`src/rtl/acc_core_pkg.sv`:
```
// rtl/acc_core_pkg.sv - opcode and state encodings for the accumulator core
package acc_core_pkg;

   localparam int OPCW = 4;

   typedef enum logic [OPCW-1:0] {
      OP_NOP  = 4'b0000,
      OP_LDI  = 4'b0001,
      OP_ST   = 4'b0011,
      OP_LD   = 4'b0100,
      OP_ADD  = 4'b0101,
      OP_SUB  = 4'b0110,
      OP_AND  = 4'b0111,
      OP_JMP  = 4'b1000,
      OP_JZ   = 4'b1001,
      OP_JC   = 4'b1010,
      OP_HALT = 4'b1111
   } opcode_t;

   typedef enum logic [1:0] {FETCH, DECODE, EXECUTE, HALT} state_t;

   // Opcodes whose EXECUTE cycle consumes rdata and therefore waits on ready.
   function automatic logic is_mem_op(input opcode_t op);
      return (op == OP_LD) || (op == OP_ADD) || (op == OP_SUB) || (op == OP_AND);
   endfunction

endpackage

```
`src/rtl/acc_core_alu.sv`:
```
// rtl/acc_core_alu.sv - combinational ALU: load/add/sub/and with carry (borrow on SUB) and zero
module acc_core_alu
   import acc_core_pkg::*;
#(
   parameter int DW = 8
) (
   input  opcode_t       op,
   input  logic [DW-1:0] a,
   input  logic [DW-1:0] b,
   output logic [DW-1:0] result,
   output logic          carry,
   output logic          zero
);

   always_comb begin
      result = b;
      carry  = 1'b0;
      case (op)
         OP_ADD:  {carry, result} = {1'b0, a} + {1'b0, b};
         OP_SUB: begin
            result = a - b;
            carry  = (a < b);
         end
         OP_AND:  result = a & b;
         default: result = b;
      endcase
   end

   assign zero = (result == '0);

endmodule

```
`src/rtl/acc_core.sv`:
```
// rtl/acc_core.sv - multicycle accumulator CPU core (FETCH/DECODE/EXECUTE/HALT)
// Optional feature: define ACC_CORE_CARRY_EN to implement the C flag and JC.
module acc_core
   import acc_core_pkg::*;
#(
   parameter int DW        = 8,
   parameter int AW        = 8,
   parameter int DATA_BASE = 'hF0
) (
   input  logic          clock,
   input  logic          reset,
   input  logic [DW-1:0] rdata,
   input  logic          ready,
   output logic [DW-1:0] wdata,
   output logic          we,
   output logic [AW-1:0] mar,
   output logic [AW-1:0] pc,
   output logic [DW-1:0] ir,
   output logic [1:0]    flags,
   output logic          halted
);

   localparam int OPW = DW - OPCW;

   state_t        state;
   logic [DW-1:0] acc;
   logic          z_flag;
   logic          c_flag;

   opcode_t       op;
   logic [OPW-1:0] operand;
   logic [AW-1:0] target;
   logic [AW-1:0] fetch_daddr;
   logic [DW-1:0] alu_b;
   logic [DW-1:0] alu_result;
   logic          alu_carry;
   logic          alu_zero;

   assign op      = opcode_t'(ir[DW-1 -: OPCW]);
   assign operand = ir[OPW-1:0];
   assign target  = AW'(operand);
   // DECODE loads mar from the word arriving on rdata, before ir holds it.
   assign fetch_daddr = AW'(DATA_BASE) | AW'(rdata[OPW-1:0]);
   assign alu_b   = (op == OP_LDI) ? DW'(operand) : rdata;

   assign wdata = acc;
   assign flags = {c_flag, z_flag};

   acc_core_alu #(.DW(DW)) u_alu (
      .op     (op),
      .a      (acc),
      .b      (alu_b),
      .result (alu_result),
      .carry  (alu_carry),
      .zero   (alu_zero)
   );

`ifndef ACC_CORE_CARRY_EN
   logic unused_carry;
   assign unused_carry = alu_carry;
`endif

   always_ff @(posedge clock or posedge reset) begin
      if (reset) begin
         state  <= FETCH;
         pc     <= '0;
         mar    <= '0;
         ir     <= '0;
         acc    <= '0;
         z_flag <= 1'b0;
         c_flag <= 1'b0;
         we     <= 1'b0;
         halted <= 1'b0;
      end else begin
         case (state)
            FETCH: begin
               mar   <= pc;
               pc    <= pc + 1'b1;
               we    <= 1'b0;
               state <= DECODE;
            end
            DECODE: begin
               if (ready) begin
                  ir    <= rdata;
                  mar   <= fetch_daddr;
                  state <= EXECUTE;
               end
            end
            EXECUTE: begin
               if (!is_mem_op(op) || ready) begin
                  state <= FETCH;
                  case (op)
                     OP_LDI, OP_LD, OP_ADD, OP_SUB, OP_AND: begin
                        acc    <= alu_result;
                        z_flag <= alu_zero;
`ifdef ACC_CORE_CARRY_EN
                        if (op == OP_ADD || op == OP_SUB)
                           c_flag <= alu_carry;
`endif
                     end
                     OP_ST:  we <= 1'b1;
                     OP_JMP: pc <= target;
                     OP_JZ:  if (z_flag) pc <= target;
`ifdef ACC_CORE_CARRY_EN
                     OP_JC:  if (c_flag) pc <= target;
`endif
                     OP_HALT: begin
                        state  <= HALT;
                        halted <= 1'b1;
                     end
                     default: ;
                  endcase
               end
            end
            default: ;
         endcase
      end
   end

endmodule

```
`config.mk`:
```
export PLATFORM = sky130hd
export DESIGN_NAME = acc_core
export DESIGN_NICKNAME = d
export VERILOG_FILES = /design/src/rtl/acc_core_pkg.sv /design/src/rtl/acc_core_alu.sv /design/src/rtl/acc_core.sv
export SDC_FILE = /design/constraint.sdc
export NUM_CORES = 1
export LEC_CHECK = 0
export CORE_MARGIN = 4
export CORE_UTILIZATION = 51
export DETAILED_ROUTE_END_ITERATION = 12
export GPL_TIMING_DRIVEN = 0
export PLACE_DENSITY_LB_ADDON = 0.08
export SYNTH_ARGS = -nofsm -noshare
export SYNTH_HDL_FRONTEND = slang
export SYNTH_SLANG_ARGS = --single-unit
```
`constraint.sdc`:
```
create_clock -name clock -period 4.4 [get_ports clock]
set_input_delay 0.88 -clock clock [delete_from_list [all_inputs] [get_ports clock]]
set_output_delay 0.88 -clock clock [all_outputs]
set_load 0.05 [all_outputs]
```
# After elaboration in Yosys (flattened, before gate mapping)
# Index checks and enable logic that the tools add are counted.
[word_totals]
register_bits = 37
input_bits = 11
out_inout_bits = 36
wordCells = 61
[op_classes]
addsub = 3
eq_ne = 16
muxes = 15
n_bitwise = 1
reduce_logical = 18
[op_table]
columns = ["op", "count"]
rows = [
  ["$pmux W8 S2", 3],
  ["$mux W8", 4],
  ["$pmux W8 S3", 1],
  ["$eq A4 B3 Y1 const B", 4],
  ["$eq A4 B4 Y1 const B", 3],
  ["$reduce_and A3 Y1", 4],
  ["$add A8 B1 Y8 const B", 1],
  ["$add A8 B8 Y8", 1],
  ["$and A8 B8 Y8", 1],
  ["$logic_not A8 Y1", 1],
  ["$sub A8 B8 Y8", 1],
  ["$mux W2", 3],
  ["$pmux W2 S3", 1],
  ["$reduce_or A5 Y1", 1],
  ["$eq A4 B1 Y1 const B", 1],
  ["$eq A4 B2 Y1 const B", 1],
  ["$logic_or A1 B1 Y1", 4],
  ["$ne A2 B2 Y1 const B", 2],
  ["$reduce_and A2 Y1", 2],
  ["$reduce_and A4 Y1", 1],
  ["$reduce_bool A2 Y1", 2],
  ["$ne A3 B2 Y1 const B", 1],
  ["$ne A3 B3 Y1 const B", 1],
  ["$reduce_bool A3 Y1", 1],
  ["other kinds (7)", 8],
]

# Longest topological paths before layout
# Gate-level depths: netlist (run 1).
[depth]
word_depth = 8
mapped_depth = 17
ltp_nobuf = 15

# By module
# A second synthesis (run 1) with hierarchy kept.
[hier_totals]
cells_unflattened = 312
area_unflattened_um2 = 2954.1
[by_module_without_submodules]
columns = ["module", "instances", "cells_each", "area_each_um2"]
rows = [
  ["acc_core", 1, 167, 1904.3],
  ["acc_core_alu", 1, 145, 1049.8],
]

# Worst setup path before layout (run 1)
# OpenSTA, ideal clock, no wires.
[synth_timing]
path_kind = "register to register"
start = "register ir[6]"
end = "register acc[7], in the netlist wdata[7]"
setup_ps = 125
arrival_ps = 3960
slack_ps = 315
path_stages_with_launch = 15
n_path_buf = 2
period_less_slack_ps = 4085
path_cell_list = "dfrtp_1 > buf_6 > or4b_4 > buf_6 > mux2_2 > inv_1 > ha_1 > o21ai_0 > ha_1 > nor2b_1 > o31a_1 > o32a_1 > nand4_1 > or3b_1 > mux2_2"
[synth_between]
elab_chain_len = 7
[synth_lines]
columns = ["item", "line_no", "rtl"]
rows = [
  ["from (decl)", "acc_core.sv:18", "output logic [DW-1:0] ir,"],
  ["from (signal assigned)", "acc_core.sv:84", "ir <= rdata;"],
  ["branches (longest 7 deep; another with $sub A8 B8 Y8)", "--", ""],
  ["to (signal assigned)", "acc_core.sv:94", "acc <= alu_result;"],
  ["to (decl)", "acc_core.sv:26", "logic [DW-1:0] acc;"],
]
# Several ways; the timed one is not identified.
# A chain may end at the register's enable or synchronous reset.

# Worst setup path in the final report (run 1)
[layout_timing]
start = "register ir[6]"
end = "register z_flag"
[layout_between]
elab_chain_len = 7
[layout_lines]
columns = ["item", "line_no", "rtl"]
rows = [
  ["branches (longest 7 deep; another with $sub A8 B8 Y8)", "--", ""],
  ["to (signal assigned)", "acc_core.sv:95", "z_flag <= alu_zero;"],
  ["to (decl)", "acc_core.sv:27", "logic z_flag;"],
]
# Several ways; the timed one is not identified.

==> results.sh, run 1 <==
export IMPL_synth_ff_type="dfrtp_1"
export IMPL_slew_violations=0
export IMPL_ios=47
export IMPL_postCtsSetupBuffers=0
export IMPL_grt_util_all_layers_pct=23.2
export IMPL_arrival_ps=4360
export IMPL_holdPathEnd="halted"
export IMPL_ctsLongestPathBuffers=2
export IMPL_yosysUniqueCellTypes=59
export IMPL_avgSynthCellArea_um2=8.78
export IMPL_slew_limit_headroom_pct=48.4
export IMPL_dieArea_mm2=0.00638
export IMPL_startpoint_type="flip-flop"
export IMPL_antennaDiodeCount=0
export IMPL_clk_pin_slew_worst_paths_ps=80
export IMPL_synthCells=300
export IMPL_cts_tree="built"
export IMPL_cap_viol_max_count=0
export IMPL_ys_warn_count=1
export IMPL_worst_slack_ps=238
export IMPL_hold_viol_final=0
export IMPL_hold_buffers=0
export IMPL_fin_tns_setup_ps=0
export IMPL_synth_seq_cells=37
export IMPL_htree_levels=2
export IMPL_cp_max_fo=10
export IMPL_core_rowCount=25
export IMPL_routed_via_density=5.87
export IMPL_hold_depth=1
export IMPL_hold_class="reg2reg"
export IMPL_p_leak_nw=1.40
export IMPL_cts_resized=0
export IMPL_fin_skew_ps=4.89
export IMPL_core_mm2=0.00485
export IMPL_root_buffer="clkbuf_8"
export IMPL_ant_nets=0
export IMPL_antenna_found_initial=0
export IMPL_grt_start_max_net_pins=38
export IMPL_power_total_mw=0.770
export IMPL_crit_type="reg2reg"
export IMPL_die_width_um=79.9
export IMPL_syn_to_final_growth_pct=24.8
export IMPL_clk_latency_ps=300
export IMPL_r2r_cells=14
export IMPL_rsz0062_at_grt="no"
export IMPL_synth_nets=325
export IMPL_async_flop_share_pct=100
export IMPL_min_delay_start="halted"
export IMPL_dp_slack_ps=9.33
export IMPL_dpl_hpwl_mm=5.16
export IMPL_grt_pass1_wl_mm=11.6
export IMPL_grt_pass1_vias=2284
export IMPL_syn_area_mm2=0.00263
export IMPL_vdd_drop_max_uv=123
export IMPL_timing_rr_start="ir[6]"
export IMPL_io_buffers=45
export IMPL_worstPathRequired_ps=4600
export IMPL_routedWlPerCell_um=16.6
export IMPL_gp_congestion=0.885
export IMPL_cts_num_sinks=37
export IMPL_grt_overflow_total=0
export IMPL_drc=0
export IMPL_timing_rr_end="z_flag"
export IMPL_synth_seq_area_share_pct=35.2
export IMPL_p_per_area_mw_per_mm2=234
export IMPL_die_h_um=79.9
export IMPL_drt_iter0_markers=235
export IMPL_regToRegSetupSlack_ps=240
export IMPL_period_needed_ps=4160
export IMPL_initial_core_util_pct=54.3
export IMPL_status="complete, no violations"
export IMPL_via_count=2467
export IMPL_max_slew_worst_pin_slew_ps=764
export IMPL_setup_viol=0
export IMPL_drt_pass1_iter_count=5
export IMPL_synth_edf_count=0
export IMPL_post_route_period_util_pct=94.6
export IMPL_drive_gt1_share_pct=8.50
export IMPL_drt_wl_total_mm=6.95
export IMPL_nNetsFinal=377
export IMPL_crit_path_end_kind="flip-flop"
export IMPL_fmax_ghz=0.240
export IMPL_numCtsBuffers=5
[report_power, final]
part | total (mW) | internal (mW) | switching, mW | leakage [nW]
sequential | 0.345 | 0.342 | 0.00301 | 0.483
combinational | 0.105 | 0.0444 | 0.0609 | 0.862
clock | 0.319 | 0.184 | 0.135 | 0.0574
[cell families (layout without fill, tap and decap cells)]
kind of cell	after synthesis	after routing	share of synthesized area, %
AND/OR/NAND/NOR	105	105	21.1
AO/OA/AOI/OAI	89	89	21.9
flip-flops	37	37	35.2
buffers and inverters	28	81	4.94
multiplexers	16	16	6.51
adder cells (fa/ha/maj)	14	14	6.94
XOR/XNOR	10	10	3.33
other	1	1	0.142
[flip-flops by register name, indices dropped and copies added, names as in the netlist]
register / count
we: 1
z_flag: 1
state: 2
mar: 8
halted: 1
wdata: 8
ir: 8
pc: 8
[cell usage in the layout, fill, tap and decap left out, types with 2 or more instances in the layout]
cell type,instances
a211oi_1,6
a21bo_2,2
a21oi_1,18
a22oi_1,2
a31oi_1,5
and2_1,2
and3_1,3
and4b_1,2
buf_2,2
buf_4,2
buf_6,2
clkbuf_1,9
clkbuf_8,6
clkdlybuf4s50_1,45
dfrtp_1,37
ha_1,13
inv_1,11
mux2_2,9
mux2i_1,7
nand2_1,18
nand2b_1,7
nand3_1,3
nand4_1,2
nor2_1,40
nor2b_1,8
nor3_1,4
nor3b_1,2
nor4bb_1,2
o211ai_1,3
o21a_1,6
o21ai_0,23
o21bai_1,2
o22a_1,2
o22ai_1,6
o32a_1,3
or3_1,2
or3b_1,2
xnor2_1,5
xor2_1,5
[layer usage]
layer | global-route usage [%] | vias up | share of wire (%)
li1 | - | 1189 | -
met4 | 7.60 | 0 | 1.7
met5 | 0 | - | 0
met1 | 34.0 | 1168 | 48
met3 | 3.39 | 15 | 6.3
met2 | 35.0 | 95 | 44
[synth_stat cells (2+ instances only)]
master	n	share of area [%]
a21oi_1	18	3.4
nand4_1	2	0.47
and2_1	2	0.47
a21bo_2	2	0.76
and4b_1	2	0.76
o211ai_1	3	0.86
dfrtp_1	37	35
nand2b_1	7	1.7
buf_2	2	0.38
a211oi_1	6	1.7
nor3_1	4	0.76
inv_1	12	1.7
nor2_1	40	5.7
nor4bb_1	2	0.76
buf_4	2	0.57
o22ai_1	6	1.4
o21ai_0	23	4.4
o21a_1	6	1.7
o32a_1	3	1.1
a31oi_1	5	1.2
buf_6	2	0.86
mux2_2	9	3.8
mux2i_1	7	2.7
or3b_1	2	0.67
xor2_1	5	1.7
nand3_1	3	0.57
ha_1	13	6.2
and3_1	3	0.71
nor3b_1	2	0.57
clkbuf_1	9	1.3
o21bai_1	2	0.57
xnor2_1	5	1.7
nor2b_1	8	1.9
o22a_1	2	0.67
a22oi_1	2	0.57
nand2_1	18	2.6
or3_1	2	0.47
[how the worst max path moves through the flow]
stage	start	cells past startpoint	endpoint	slack, ps
final	ir[6]	14	z_flag	240
after global routing	ir[6]	14	z_flag	120
after CTS	ir[6]	14	z_flag	280
after detailed placement	rdata[0]	12	z_flag	9
after global placement	rdata[0]	12	z_flag	20
after floorplan	ir[6]	14	wdata[7]	320
[metrics by stage]
stage | area [um^2] | hold WS (ps) | std cells | util [%]
finish | 3290 | 477 | 420 | 67.8
global route | 3290 | 517 | 420 | 67.8
CTS | 3290 | 480 | 420 | 67.8
detailed placement | 3170 | 461 | 412 | 65.3
global placement | 3170 | 448 | 412 | 65.3
floorplan | 2630 | 499 | 300 | -
[critical path, cell delays in order, from the launching register on]
cell       delay, ps
dfrtp_1          390
buf_6            140
or4b_4           510
buf_6            160
mux2_2           310
inv_1             70
ha_1             210
o21ai_0          320
fa_1             510
and4b_1          230
a31oi_1          140
o2111ai_1        190
nor4_1           430
nand3_1          180
o32ai_1          280
[area by class of cell]
cell class	instances	area (um^2)
multi-input combinational	235	1580
fill	405	1560
sequential	37	926
timing repair buffer	45	450
buffer	16	85.1
tap	67	83.8
clock buffer	6	82.6
inverter	12	45.0
clock inverter	2	37.5
Note: power is estimated with default switching activity, not from simulation.
==> inputs of run 2 (changes only) <==
--- a/config.mk
+++ b/config.mk
@@ -6,9 +6,8 @@
 export NUM_CORES = 1
 export LEC_CHECK = 0
 export CORE_MARGIN = 4
-export CORE_UTILIZATION = 51
+export CORE_UTILIZATION = 45
 export DETAILED_ROUTE_END_ITERATION = 12
-export GPL_TIMING_DRIVEN = 0
 export PLACE_DENSITY_LB_ADDON = 0.08
 export SYNTH_ARGS = -nofsm -noshare
 export SYNTH_HDL_FRONTEND = slang
==> results.sh, run 2 (synthesis gave the netlist of run 1 again) <==
export IMPL_drt_wl_total_mm=7.02
export IMPL_regToRegSetupSlack_ps=520
export IMPL_core_rowCount=27
export IMPL_ant_nets=0
export IMPL_grt_pass1_wl_mm=11.8
export IMPL_p_leak_nw=1.41
export IMPL_post_route_period_util_pct=88.2
export IMPL_place_area_mm2=0.00316
export IMPL_hold_viol_final=0
export IMPL_vdd_drop_max_uv=116
export IMPL_fin_tns_setup_ps=0
export IMPL_r2r_cells=13
export IMPL_cts_num_sinks=37
export IMPL_routedWlPerCell_um=16.8
export IMPL_die_h_um=84.5
export IMPL_seqCellArea_um2=926
export IMPL_setup_viol=0
export IMPL_numCtsBuffers=5
export IMPL_startpoint_type="flip-flop"
export IMPL_drc=0
export IMPL_drt_pass1_iter_count=4
export IMPL_max_slew_worst_pin_slew_ps=962
export IMPL_top_usage_layer="met2"
export IMPL_fmax_ghz=0.258
export IMPL_status="complete, no violations"
export IMPL_crit_path_end_kind="flip-flop"
export IMPL_p_per_area_mw_per_mm2=235
export IMPL_core_mm2=0.00561
export IMPL_fin_util_pct=58.6
export IMPL_fin_skew_ps=7.02
export IMPL_grt_util_all_layers_pct=20.2
export IMPL_multi_input_area_mm2=0.00158
export IMPL_ios=47
export IMPL_antenna_found_initial=0
export IMPL_hold_buffers=0
export IMPL_gp_congestion=0.864
export IMPL_grt_overflow_total=0
export IMPL_routed_via_density=5.63
export IMPL_grt_pass1_vias=2318
export IMPL_worstPathRequired_ps=4580
export IMPL_cp_max_fo=9
export IMPL_die_width_um=84.5
export IMPL_grtUsageMet3_pct=3.63
export IMPL_nFillCells=533
export IMPL_dpl_hpwl_mm=5.16
export IMPL_via_count=2358
export IMPL_layout_common_cells="45 x clkdlybuf4s50_1, 40 x nor2_1, 37 x dfrtp_1, 23 x o21ai_0"
export IMPL_clk_pin_slew_worst_paths_ps=80
export IMPL_arrival_ps=4060
export IMPL_fin_area_mm2=0.00328
export IMPL_cts_resized=0
export IMPL_min_delay_start="halted"
export IMPL_cap_viol_max_count=0
export IMPL_power_total_mw=0.773
export IMPL_final_common_cell="clkdlybuf4s50_1"
export IMPL_hold_class="reg2reg"
export IMPL_drt_iter0_markers=148
export IMPL_ctsLongestPathBuffers=2
export IMPL_root_buffer="clkbuf_8"
export IMPL_holdPathEnd="halted"
export IMPL_slew_violations=0
export IMPL_grt_start_max_net_pins=25
export IMPL_io_buffers=45
export IMPL_drive_gt1_share_pct=9.51
export IMPL_hold_depth=1
export IMPL_timing_rr_start="ir[5]"
export IMPL_rsz0062_at_grt="no"
export IMPL_antennaDiodeCount=0
export IMPL_initial_core_util_pct=47.0
export IMPL_slew_limit_headroom_pct=35.8
export IMPL_timing_rr_end="wdata[7]"
export IMPL_htree_levels=2
export IMPL_syn_to_final_growth_pct=24.7
export IMPL_nNetsFinal=371
export IMPL_postCtsSetupBuffers=0
export IMPL_clk_latency_ps=290
export IMPL_grt_util_met2_pct=31.0
export IMPL_period_needed_ps=3880
export IMPL_dieArea_mm2=0.00714
export IMPL_cts_tree="built"
export IMPL_crit_type="reg2reg"
export IMPL_met1_usage_pct=29.7
export IMPL_hold_worst_slack_ps=469
export IMPL_crit_start="ir[5]"
[run 2: changes by cell type in the layout (fill, tap and decap cells not counted), sizes merged]
cell,before,now
clkbuf,15,6
buf,7,10
[run 2: final cells by class]
| type | instances | share of cell area (%) |
|---|---|---|
| inverter | 12 | 1.37 |
| tap | 72 | 2.74 |
| clock buffer | 6 | 2.51 |
| clock inverter | 2 | 1.14 |
| multi-input combinational | 235 | 48.0 |
| timing repair buffer | 55 | 16.0 |
| sequential | 37 | 28.2 |
[run 2: worst max path at each step]
| stage | end | slack [ps] |
|---|---|---|
| CTS | wdata[7] | 520 |
| finish | wdata[7] | 520 |
| detailed placement | wdata[7] | 270 |
| floorplan | wdata[7] | 320 |
| global route | z_flag | 330 |
| global placement | wdata[7] | 310 |
[run 2: report_power, final]
| group | internal, mW | leakage, nW | switching [mW] | total, mW |
|---|---|---|---|---|
| logic | 0.0449 | 0.869 | 0.0602 | 0.105 |
| registers | 0.342 | 0.483 | 0.00351 | 0.346 |
| clock network | 0.185 | 0.0574 | 0.137 | 0.322 |
[run 2: per-stage QoR]
step                      std cells  setup slack (ps)
after global routing            419               334
after floorplan                 300               315
after CTS                       419               524
after global placement          411               307
final                           419               519
after detailed placement        411               265
[run 2: worst max-delay path, stage by stage, from the launching register on]
cell	delay (ps)
dfrtp_1	380
or4b_4	630
mux2_2	350
inv_1	70
ha_1	160
and3_1	190
a21oi_1	80
o32a_1	300
ha_1	190
or3_1	370
o32a_1	310
nand4_1	100
or3b_1	360
mux2_2	270
[run 2: per-layer routing]
metal / up-vias / part of all wire [%]
li1: 1180 / -
met1: 1120 / 50
met2: 51 / 45
met3: 7 / 4.3
met4: 0 / 1.1
met5: - / 0
==> inputs of run 3 (changes only) <==
--- a/config.mk
+++ b/config.mk
@@ -8,6 +8,7 @@
 export CORE_MARGIN = 4
 export CORE_UTILIZATION = 45
 export DETAILED_ROUTE_END_ITERATION = 12
+export GPL_ROUTABILITY_DRIVEN = 0
 export PLACE_DENSITY_LB_ADDON = 0.08
 export SYNTH_ARGS = -nofsm -noshare
 export SYNTH_HDL_FRONTEND = slang
==> results.sh, run 3 (synthesis gave the netlist of run 1 again) <==
export IMPL_clk_pin_slew_worst_paths_ps=80
export IMPL_final_common_cell="clkdlybuf4s50_1"
export IMPL_core_rowCount=27
export IMPL_initial_core_util_pct=47.0
export IMPL_nNetsFinal=371
export IMPL_crit_path_end_kind="flip-flop"
export IMPL_startpoint_type="flip-flop"
export IMPL_dp_slack_ps=199
export IMPL_dieArea_mm2=0.00714
export IMPL_fin_util_pct=58.3
export IMPL_arrival_ps=4080
export IMPL_worst_slack_ps=499
export IMPL_routed_via_density=5.72
export IMPL_clk_latency_ps=290
export IMPL_routedWlPerCell_um=16.6
export IMPL_ctsLongestPathBuffers=2
export IMPL_slew_limit_headroom_pct=54.5
export IMPL_htree_levels=2
export IMPL_via_count=2390
export IMPL_syn_to_final_growth_pct=24.1
export IMPL_crit_chain="or4b_4 -> mux2_2 -> inv_1 -> ha_1 -> o21ai_0 -> ha_1 -> nor2b_1 -> o31a_1 -> o32a_1 -> nand4_1 -> or3b_1 -> mux2_2"
export IMPL_fin_tns_setup_ps=0
export IMPL_numCtsBuffers=5
export IMPL_layout_common_cells="45 x clkdlybuf4s50_1, 40 x nor2_1, 37 x dfrtp_1, 23 x o21ai_0"
export IMPL_antennaDiodeCount=0
export IMPL_cts_tree="built"
export IMPL_p_per_area_mw_per_mm2=227
export IMPL_drive_gt1_share_pct=9.25
export IMPL_power_total_mw=0.741
export IMPL_grt_overflow_total=0
export IMPL_worstPathRequired_ps=4580
export IMPL_place_area_mm2=0.00316
export IMPL_status="complete, no violations"
export IMPL_cap_viol_max_count=0
export IMPL_grt_pass1_wl_mm=11.6
export IMPL_drt_pass1_iter_count=4
export IMPL_cts_num_sinks=37
export IMPL_hold_class="reg2reg"
export IMPL_io_buffers=45
export IMPL_cts_resized=0
export IMPL_die_width_um=84.5
export IMPL_grt_pass1_vias=2321
export IMPL_fmax_ghz=0.256
export IMPL_postCtsSetupBuffers=0
export IMPL_ios=47
export IMPL_hold_viol_final=0
export IMPL_fin_area_mm2=0.00327
export IMPL_hold_buffers=0
export IMPL_cp_max_fo=9
export IMPL_period_needed_ps=3900
export IMPL_grt_start_max_net_pins=38
export IMPL_post_route_period_util_pct=88.7
export IMPL_drt_iter0_markers=170
export IMPL_cpMaxStageDelayCell="or4b_4"
export IMPL_setup_viol=0
export IMPL_grt_util_all_layers_pct=20.0
export IMPL_vdd_drop_max_uv=155
export IMPL_root_buffer="clkbuf_8"
export IMPL_max_slew_worst_pin_slew_ps=673
export IMPL_max_stage_delay_ps=620
export IMPL_dpl_hpwl_mm=5.09
export IMPL_drc=0
export IMPL_crit_type="reg2reg"
export IMPL_slew_violations=0
export IMPL_antenna_found_initial=0
export IMPL_core_mm2=0.00561
export IMPL_drt_wl_total_mm=6.93
export IMPL_p_leak_nw=1.41
export IMPL_die_h_um=84.5
export IMPL_rsz0062_at_grt="no"
export IMPL_fin_skew_ps=8.82
export IMPL_ant_nets=0
[run 3: final timing paths]
| kind | start | depth (start not counted) | slack [ps] | to |
|---|---|---|---|---|
| worst max-delay path | ir[5] | 12 | 500 | wdata[7] |
| worst min-delay path | halted | 1 | 470 | halted |
| worst max register to register | ir[5] | 12 | 500 | wdata[7] |
| worst min register to register | halted | 1 | 470 | halted |
| max in group asynchronous | reset | 3 | 3040 | wdata[3] |
| min in group asynchronous | reset | 3 | 1000 | mar[4] |
[run 3: area by class of cell]
cell class | count | area, um^2
Clock buffer | 5 | 68.8
Clock inverter | 2 | 35.0
Fill cell | 525 | 2340
Inverter | 12 | 45.0
Multi-Input combinational cell | 235 | 1580
Sequential cell | 37 | 926
Tap cell | 72 | 90.1
Timing Repair Buffer | 55 | 526
[run 3: report_power, final]
part	internal [mW]	leakage [nW]	total (mW)	switching (mW)
clock network	0.165	0.0540	0.288	0.124
logic	0.0450	0.869	0.106	0.0613
registers	0.343	0.483	0.346	0.00347
[run 3: routing by layer]
metal	wire length (um)	vias to the layer above	track usage, %
li1	-	1182	-
met1	3420	1143	29.3
met2	3130	58	30.3
met3	285	7	4.02
met4	91	0	4.75
met5	0	-	0
[run 3: critical path: cells and delay by family (launching register included)]
kind,cells,cell delay (ps)
AO/OA/AOI/OAI,3,980
adder cells (fa/ha/maj),2,590
buffers and inverters,1,50
flip-flops,1,380
multiplexers,2,580
AND/OR/NAND/NOR,4,1200
[run 3: through the flow]
step,hold WS (ps),std cells
6_report,470,418
5_1_grt,497,418
4_1_cts,479,418
3_5_place_dp,460,411
3_3_place_gp,449,411
2_1_floorplan,499,300
